==> src/rtl/rob_commit_ctrl_pkg.sv <==
// Shared configuration for the reorder-buffer commit controller: datapath widths,
// ROB geometry and the common index/word types.
package rob_commit_ctrl_pkg;

  localparam int unsigned WordWidth   = 32;
  localparam int unsigned RegSize     = 32;
  localparam int unsigned RegIdxWidth = $clog2(RegSize);
  localparam int unsigned ROBIdxWidth = 4;
  // Slot 0 is the "no tag" value, so only ROB_SIZE-1 slots hold instructions.
  localparam int unsigned ROB_SIZE    = 1 << ROBIdxWidth;

  localparam logic [WordWidth-1:0] ZERO = '0;

  typedef logic [WordWidth-1:0]   word_t;
  typedef logic [RegIdxWidth-1:0] reg_idx_t;
  typedef logic [ROBIdxWidth-1:0] rob_idx_t;

endpackage

==> src/rtl/rob_commit_ctrl_if.sv <==
// Issue, result-broadcast and commit signals of the ROB commit controller.
// master: issue stage / CDB / regfile side; slave: the ROB itself.
interface rob_commit_ctrl_if;
  import rob_commit_ctrl_pkg::*;

  // Allocation from issue
  logic     alloc_en_in;
  reg_idx_t alloc_rd_in;
  logic     alloc_wr_rd_in;
  logic     alloc_is_branch_in;
  rob_idx_t alloc_rob_pos_out;
  logic     full_out;

  // Common data bus result broadcast
  logic     cdb_en_in;
  rob_idx_t cdb_rob_pos_in;
  word_t    cdb_res_in;
  logic     cdb_mispredict_in;
  word_t    cdb_target_in;

  // Commit to register file and branch recovery
  logic     commit_to_regfile_en_out;
  reg_idx_t commit_to_regfile_rd_out;
  rob_idx_t commit_to_regfile_rob_pos_out;
  word_t    commit_to_regfile_res_out;
  logic     clear_branch_out;
  word_t    redirect_pc_out;

  modport master (
    output alloc_en_in, alloc_rd_in, alloc_wr_rd_in, alloc_is_branch_in,
    output cdb_en_in, cdb_rob_pos_in, cdb_res_in, cdb_mispredict_in, cdb_target_in,
    input  alloc_rob_pos_out, full_out,
    input  commit_to_regfile_en_out, commit_to_regfile_rd_out,
    input  commit_to_regfile_rob_pos_out, commit_to_regfile_res_out,
    input  clear_branch_out, redirect_pc_out
  );

  modport slave (
    input  alloc_en_in, alloc_rd_in, alloc_wr_rd_in, alloc_is_branch_in,
    input  cdb_en_in, cdb_rob_pos_in, cdb_res_in, cdb_mispredict_in, cdb_target_in,
    output alloc_rob_pos_out, full_out,
    output commit_to_regfile_en_out, commit_to_regfile_rd_out,
    output commit_to_regfile_rob_pos_out, commit_to_regfile_res_out,
    output clear_branch_out, redirect_pc_out
  );

endinterface

==> src/rtl/rob_commit_ctrl.sv <==
// Reorder buffer with in-order single-entry commit and mispredict flush.
// Slots 1..ROB_SIZE-1 form a ring; slot 0 is never allocated.
module rob_commit_ctrl
  import rob_commit_ctrl_pkg::*;
#(
  parameter int unsigned ROB_SIZE = rob_commit_ctrl_pkg::ROB_SIZE
) (
  input  logic             clk_in,
  input  logic             rst_in,
  input  logic             rdy_in,
  rob_commit_ctrl_if.slave bus
);

  localparam rob_idx_t LastSlot = rob_idx_t'(ROB_SIZE - 1);
  localparam rob_idx_t FirstSlot = rob_idx_t'(1);

  // Ring increment that skips the reserved slot 0.
  function automatic rob_idx_t next_slot(input rob_idx_t idx);
    return (idx == LastSlot) ? FirstSlot : idx + rob_idx_t'(1);
  endfunction

  // Per-slot state
  logic [ROB_SIZE-1:0] valid_q, ready_q, wr_rd_q, is_branch_q, mispredict_q;
  reg_idx_t            rd_q     [ROB_SIZE];
  word_t               res_q    [ROB_SIZE];
  word_t               target_q [ROB_SIZE];

  rob_idx_t head_q, head_d, tail_q, tail_d, count_q, count_d;

  // Registered commit outputs
  logic     commit_en_q, clear_q;
  reg_idx_t commit_rd_q;
  rob_idx_t commit_pos_q;
  word_t    commit_res_q, redirect_q;

  logic full, commit, flush, alloc_ok, cdb_ok, head_writes;

  // Decode this cycle's commit / flush / alloc / CDB actions from registered state.
  always_comb begin
    full        = (count_q == LastSlot);
    commit      = rdy_in && valid_q[head_q] && ready_q[head_q];
    flush       = commit && is_branch_q[head_q] && mispredict_q[head_q];
    head_writes = wr_rd_q[head_q] && (rd_q[head_q] != '0);
    alloc_ok    = rdy_in && bus.alloc_en_in && !full && !flush;
    cdb_ok      = rdy_in && bus.cdb_en_in && (bus.cdb_rob_pos_in != '0) &&
                  valid_q[bus.cdb_rob_pos_in] && !flush;
  end

  // Next head/tail/count; a flush rewinds the ring to empty.
  always_comb begin
    head_d  = head_q;
    tail_d  = tail_q;
    count_d = count_q;
    if (flush) begin
      head_d  = FirstSlot;
      tail_d  = FirstSlot;
      count_d = '0;
    end else begin
      if (commit)   head_d = next_slot(head_q);
      if (alloc_ok) tail_d = next_slot(tail_q);
      unique case ({alloc_ok, commit})
        2'b10:   count_d = count_q + rob_idx_t'(1);
        2'b01:   count_d = count_q - rob_idx_t'(1);
        default: count_d = count_q;
      endcase
    end
  end

  // Pointer and commit-output registers; pulses fall whenever nothing commits.
  always_ff @(posedge clk_in or negedge rst_in) begin
    if (!rst_in) begin
      head_q       <= FirstSlot;
      tail_q       <= FirstSlot;
      count_q      <= '0;
      commit_en_q  <= 1'b0;
      clear_q      <= 1'b0;
      commit_rd_q  <= '0;
      commit_pos_q <= '0;
      commit_res_q <= ZERO;
      redirect_q   <= ZERO;
    end else begin
      head_q      <= head_d;
      tail_q      <= tail_d;
      count_q     <= count_d;
      commit_en_q <= commit && head_writes;
      clear_q     <= flush;
      if (commit) begin
        commit_rd_q  <= rd_q[head_q];
        commit_pos_q <= head_q;
        commit_res_q <= res_q[head_q];
      end
      if (flush) redirect_q <= target_q[head_q];
    end
  end

  // Slot array updates: CDB result capture, retirement and allocation.
  always_ff @(posedge clk_in or negedge rst_in) begin
    if (!rst_in) begin
      valid_q      <= '0;
      ready_q      <= '0;
      wr_rd_q      <= '0;
      is_branch_q  <= '0;
      mispredict_q <= '0;
      for (int i = 0; i < int'(ROB_SIZE); i++) begin
        rd_q[i]     <= '0;
        res_q[i]    <= ZERO;
        target_q[i] <= ZERO;
      end
    end else if (flush) begin
      valid_q <= '0;
      ready_q <= '0;
    end else begin
      if (cdb_ok) begin
        ready_q[bus.cdb_rob_pos_in]      <= 1'b1;
        res_q[bus.cdb_rob_pos_in]        <= bus.cdb_res_in;
        target_q[bus.cdb_rob_pos_in]     <= bus.cdb_target_in;
        mispredict_q[bus.cdb_rob_pos_in] <= bus.cdb_mispredict_in;
      end
      if (commit) begin
        valid_q[head_q] <= 1'b0;
        ready_q[head_q] <= 1'b0;
      end
      // Tail never equals a valid head here: alloc is blocked while full.
      if (alloc_ok) begin
        valid_q[tail_q]      <= 1'b1;
        ready_q[tail_q]      <= 1'b0;
        wr_rd_q[tail_q]      <= bus.alloc_wr_rd_in;
        is_branch_q[tail_q]  <= bus.alloc_is_branch_in;
        mispredict_q[tail_q] <= 1'b0;
        rd_q[tail_q]         <= bus.alloc_rd_in;
      end
    end
  end

  assign bus.alloc_rob_pos_out             = tail_q;
  assign bus.full_out                      = full;
  assign bus.commit_to_regfile_en_out      = commit_en_q;
  assign bus.commit_to_regfile_rd_out      = commit_rd_q;
  assign bus.commit_to_regfile_rob_pos_out = commit_pos_q;
  assign bus.commit_to_regfile_res_out     = commit_res_q;
  assign bus.clear_branch_out              = clear_q;
  assign bus.redirect_pc_out               = redirect_q;

endmodule
==> src/flat_wrapper.sv <==
// flat-port wrapper written by rule: the top's interface ports become plain ports
module rob_commit_ctrl_flat import rob_commit_ctrl_pkg::*;
#(
  parameter int unsigned ROB_SIZE = rob_commit_ctrl_pkg::ROB_SIZE
)
  (clk_in, rst_in, rdy_in, bus_alloc_en_in, bus_alloc_rd_in, bus_alloc_wr_rd_in, bus_alloc_is_branch_in, bus_cdb_en_in, bus_cdb_rob_pos_in, bus_cdb_res_in, bus_cdb_mispredict_in, bus_cdb_target_in, bus_alloc_rob_pos_out, bus_full_out, bus_commit_to_regfile_en_out, bus_commit_to_regfile_rd_out, bus_commit_to_regfile_rob_pos_out, bus_commit_to_regfile_res_out, bus_clear_branch_out, bus_redirect_pc_out);
  rob_commit_ctrl_if bus_i ();
  input  logic clk_in;
  input  logic rst_in;
  input  logic rdy_in;
  input wire logic [$bits(bus_i.alloc_en_in)-1:0] bus_alloc_en_in;
  input wire logic [$bits(bus_i.alloc_rd_in)-1:0] bus_alloc_rd_in;
  input wire logic [$bits(bus_i.alloc_wr_rd_in)-1:0] bus_alloc_wr_rd_in;
  input wire logic [$bits(bus_i.alloc_is_branch_in)-1:0] bus_alloc_is_branch_in;
  input wire logic [$bits(bus_i.cdb_en_in)-1:0] bus_cdb_en_in;
  input wire logic [$bits(bus_i.cdb_rob_pos_in)-1:0] bus_cdb_rob_pos_in;
  input wire logic [$bits(bus_i.cdb_res_in)-1:0] bus_cdb_res_in;
  input wire logic [$bits(bus_i.cdb_mispredict_in)-1:0] bus_cdb_mispredict_in;
  input wire logic [$bits(bus_i.cdb_target_in)-1:0] bus_cdb_target_in;
  output wire logic [$bits(bus_i.alloc_rob_pos_out)-1:0] bus_alloc_rob_pos_out;
  output wire logic [$bits(bus_i.full_out)-1:0] bus_full_out;
  output wire logic [$bits(bus_i.commit_to_regfile_en_out)-1:0] bus_commit_to_regfile_en_out;
  output wire logic [$bits(bus_i.commit_to_regfile_rd_out)-1:0] bus_commit_to_regfile_rd_out;
  output wire logic [$bits(bus_i.commit_to_regfile_rob_pos_out)-1:0] bus_commit_to_regfile_rob_pos_out;
  output wire logic [$bits(bus_i.commit_to_regfile_res_out)-1:0] bus_commit_to_regfile_res_out;
  output wire logic [$bits(bus_i.clear_branch_out)-1:0] bus_clear_branch_out;
  output wire logic [$bits(bus_i.redirect_pc_out)-1:0] bus_redirect_pc_out;
  assign bus_i.alloc_en_in = bus_alloc_en_in;
  assign bus_i.alloc_rd_in = bus_alloc_rd_in;
  assign bus_i.alloc_wr_rd_in = bus_alloc_wr_rd_in;
  assign bus_i.alloc_is_branch_in = bus_alloc_is_branch_in;
  assign bus_i.cdb_en_in = bus_cdb_en_in;
  assign bus_i.cdb_rob_pos_in = bus_cdb_rob_pos_in;
  assign bus_i.cdb_res_in = bus_cdb_res_in;
  assign bus_i.cdb_mispredict_in = bus_cdb_mispredict_in;
  assign bus_i.cdb_target_in = bus_cdb_target_in;
  assign bus_alloc_rob_pos_out = bus_i.alloc_rob_pos_out;
  assign bus_full_out = bus_i.full_out;
  assign bus_commit_to_regfile_en_out = bus_i.commit_to_regfile_en_out;
  assign bus_commit_to_regfile_rd_out = bus_i.commit_to_regfile_rd_out;
  assign bus_commit_to_regfile_rob_pos_out = bus_i.commit_to_regfile_rob_pos_out;
  assign bus_commit_to_regfile_res_out = bus_i.commit_to_regfile_res_out;
  assign bus_clear_branch_out = bus_i.clear_branch_out;
  assign bus_redirect_pc_out = bus_i.redirect_pc_out;
  rob_commit_ctrl #(.ROB_SIZE(ROB_SIZE)) u_core (.clk_in(clk_in), .rst_in(rst_in), .rdy_in(rdy_in), .bus(bus_i));
endmodule
==> config.mk <==
export PLATFORM = sky130hd
export DESIGN_NAME = rob_commit_ctrl_flat
export DESIGN_NICKNAME = d
export VERILOG_FILES = /design/src/rtl/rob_commit_ctrl_pkg.sv /design/src/rtl/rob_commit_ctrl_if.sv /design/src/rtl/rob_commit_ctrl.sv /design/src/flat_wrapper.sv
export SDC_FILE = /design/constraint.sdc
export NUM_CORES = 2
export LEC_CHECK = 0
export CAP_MARGIN = 20
export CORE_MARGIN = 2
export CORE_UTILIZATION = 62
export DETAILED_ROUTE_END_ITERATION = 8
export PLACE_DENSITY = 0.87
export SYNTH_ARGS = -nofsm -noshare
export SYNTH_HDL_FRONTEND = slang
export SYNTH_SLANG_ARGS = --single-unit
export TNS_END_PERCENT = 100
==> constraint.sdc <==
create_clock -name clk_in -period 4.47 [get_ports clk_in]
set_input_delay 0.894 -clock clk_in [delete_from_list [all_inputs] [get_ports clk_in]]
set_output_delay 0.894 -clock clk_in [all_outputs]
set_load 0.01 [all_outputs]
==> impl_metrics.toml <==
[synthesis]
ys_types = 61
yosysMostFrequentCell = "dfrtp_1"
synth_top_area_cell = "dfrtp_1"
syn-num-nets = 3631
syn_area_per_cell_um2 = 16.1
yosysTopAreaCellShare = 0.558
async_flop_share = 1.00
ys_ff_latch = 1271
synth_area_leaders = "dfrtp_1 56%, mux2_2 22%, mux4_2 14%"
synthCells = 3538
synth_area_um2 = 56900
yosys-top-cells-count = "1269 x dfrtp_1, 1119 x mux2_2, 364 x mux4_2"
ys_warn_count = 0
yosysSeqAreaShare = 0.559
synth-main-ff-cell = "dfrtp_1"
synth_edf_count = 0

[power_and_ir_drop]
ir_drop_uv = 464
cellLeakagePower_nw = 29.4
power_density_nw_per_um2 = 629

[critical_path]
required_ns = 5.08
critPathKind = "reg2reg"
cp_cell_sequence = "inv_2 -> mux4_2 -> o22a_1 -> nand2_1 -> nand2_1 -> nand2_1 -> ha_1 -> ha_1 -> a31o_2 -> a21oi_1 -> o21ai_0 -> xor2_1 -> nor2_1"
critPathArrivalTime_ns = 4.56
cp_common_cell = "nand2_1"
critPathCaptureType = "register"
crit_fanout = 17
cp_slowest_stage_delay_ns = 0.77
cp_slowest_cell = "dfstp_4"
start_kind = "register"

[sta]
setup_ws_ns = 0.519
post-route-period-util = 0.884
tightestPinTransition_ns = 1.02
worst_clock_skew_ns = 0.0345
hold_viol_final = 0
max-slew-margin-rel = 0.317
fin_crit_ns = 3.95
setup-violations-final = 0
report.final.slew_viol_count = 0
tns_ns = 0
rsz0062_at_grt = "false"
fmax_ghz = 0.253

[place]
dp.cells = 4618
portBuffers = 160
postPlaceCellArea_um2 = 59800
gp_congestion = 0.913
dp_slack_ns = 0.421
dpl.hpwl_um = 75000

[drt]
vias_per_cell = 6.49
num_vias = 31500
drt-total-wl_um = 130000
drc = 0
dr.first_iter.drc_count = 3024
wire_per_inst_um = 26.8
ant_nets = 0
drtPass1Iterations = 8

[layout]
area_growth_pct = 12.7
stdcell_area_um2 = 64200
instances_no_fill = 4858
drive_above_1_share = 0.501
finalNetCount = 3658

[grt]
grt_max_degree = 142
first_global_vias = 33900
grt_overflow = 0
grt_pass1_wl_um = 205000
antenna_found_initial = 13
grt_use_total = 0.285

[floorplan]
core_area_um2 = 91400
dieArea_um2 = 94300
die_w_um = 307
ios = 161
initial_utilization = 0.623
placementRows = 111
die-height_um = 307

[clock_tree]
cts_hold_buf = 0
cts_made_buffers = 131
htree_levels = 4
cts_root_buf = "clkbuf_16"
insertion_delay_ns = 0.75
cts_tree = "built"
clkSlewWorstSetupHoldPaths_ns = 0.06
cts_buffer_depth = 3
post_cts_resize_count = 0
cts.sinks = 1271
post_cts_buffers = 0

[run]
cap_violations = 0

[outcome]
status = "finished, final reports clean"

[hold_path]
min_path_type = "in2async"
==> flip-flops by register name (all words and copies together) (netlist names), 5 cells and up <==
| name | flops |
|---|---|
| u_core.bus.commit_to_regfile_rd_out | 5 |
| u_core.bus.commit_to_regfile_res_out | 32 |
| u_core.bus.redirect_pc_out | 32 |
| u_core.is_branch_q | 16 |
| u_core.mispredict_q | 16 |
| u_core.rd_q | 80 |
| u_core.ready_q | 16 |
| u_core.res_q | 512 |
| u_core.target_q | 512 |
| u_core.valid_q | 16 |
| u_core.wr_rd_q | 16 |
==> cells in the final DEF, fill, tap and decap left out, types with 11 or more instances in the layout <==
| master | instances |
|---|---|
| a211oi_1 | 15 |
| a21oi_1 | 39 |
| a31oi_1 | 12 |
| buf_12 | 48 |
| buf_4 | 39 |
| clkbuf_1 | 25 |
| clkbuf_16 | 133 |
| clkbuf_8 | 36 |
| clkdlybuf4s50_1 | 159 |
| clkinv_2 | 19 |
| dfrtp_1 | 1267 |
| ha_1 | 12 |
| inv_1 | 56 |
| mux2_1 | 11 |
| mux2_2 | 1119 |
| mux4_2 | 364 |
| nand2_1 | 85 |
| nand3_1 | 15 |
| nor2_1 | 28 |
| o211ai_1 | 14 |
| o21ai_0 | 26 |
| o21ai_4 | 14 |
| o21bai_1 | 14 |
==> layout make-up <==
cell class / instances / area [um2]
clock inverter: 40 / 470
sequential: 1271 / 31800
timing repair buffer: 247 / 2870
inverter: 61 / 236
fill: 5492 / 27200
multi-input combinational: 1853 / 23400
tap: 1186 / 1480
antenna: 6 / 15.0
clock buffer: 194 / 3920
==> path summary, 6_finish.rpt <==
check	from	endpoint	slack (ns)	depth (start not counted)
max in group asynchronous	rst_in	u_core.target_q[102]	3.10	2
min in group clk_in	u_core.target_q[493]	u_core.target_q[493]	0.37	0
min	rst_in	u_core.rd_q[24]	0.10	1
max reg2reg	u_core.head_q[0]	u_core.count_q[3]	0.52	13
max	u_core.head_q[0]	u_core.count_q[3]	0.52	13
min reg2reg	u_core.target_q[493]	u_core.target_q[493]	0.37	0
==> power by group <==
part,switching [W],leakage (nW),internal (W)
clock,0.00456,2.17,0.00649
combinational,0.00534,10.6,0.00711
sequential,0.00197,16.7,0.0149
total,0.0119,29.4,0.0285
==> kinds of logic after synthesis <==
family,synth area share
adders and majority gates,0.00264
muxes,0.370
xor gates and xnor gates,0.000769
and+or+nand+nor,0.0124
DFF,0.559
AOI/OAI and AO/OA,0.0214
buffers and inverters,0.0341
==> metrics by stage <==
stage          utilization  total power [W]  hold WS, ns
2_1_floorplan            -           0.0256        0.425
3_3_place_gp         0.654           0.0288        0.360
3_5_place_dp         0.654           0.0293        0.363
4_1_cts              0.702           0.0405        0.186
5_1_grt              0.702           0.0422        0.194
6_report             0.702           0.0403        0.105
==> routing by layer <==
| metal | GRT usage | share of wire | up-vias |
|---|---|---|---|
| met5 | 0 | 0.00055 | - |
| met4 | 0.0942 | 0.026 | 12 |
| met3 | 0.0573 | 0.060 | 259 |
| met2 | 0.454 | 0.49 | 1049 |
| met1 | 0.400 | 0.42 | 17100 |
| li1 | - | - | 13100 |
==> worst max-delay path, delay by kind of cell, from the launching register on <==
family	cells	cell delay [ns]
simple gates	4	0.60
compound gates	4	1.08
xor+xnor	1	0.15
fa+ha+maj	2	0.62
buf+inv	1	0.20
mux	1	0.38
flops	1	0.77
(Power assumes the default switching activity.)
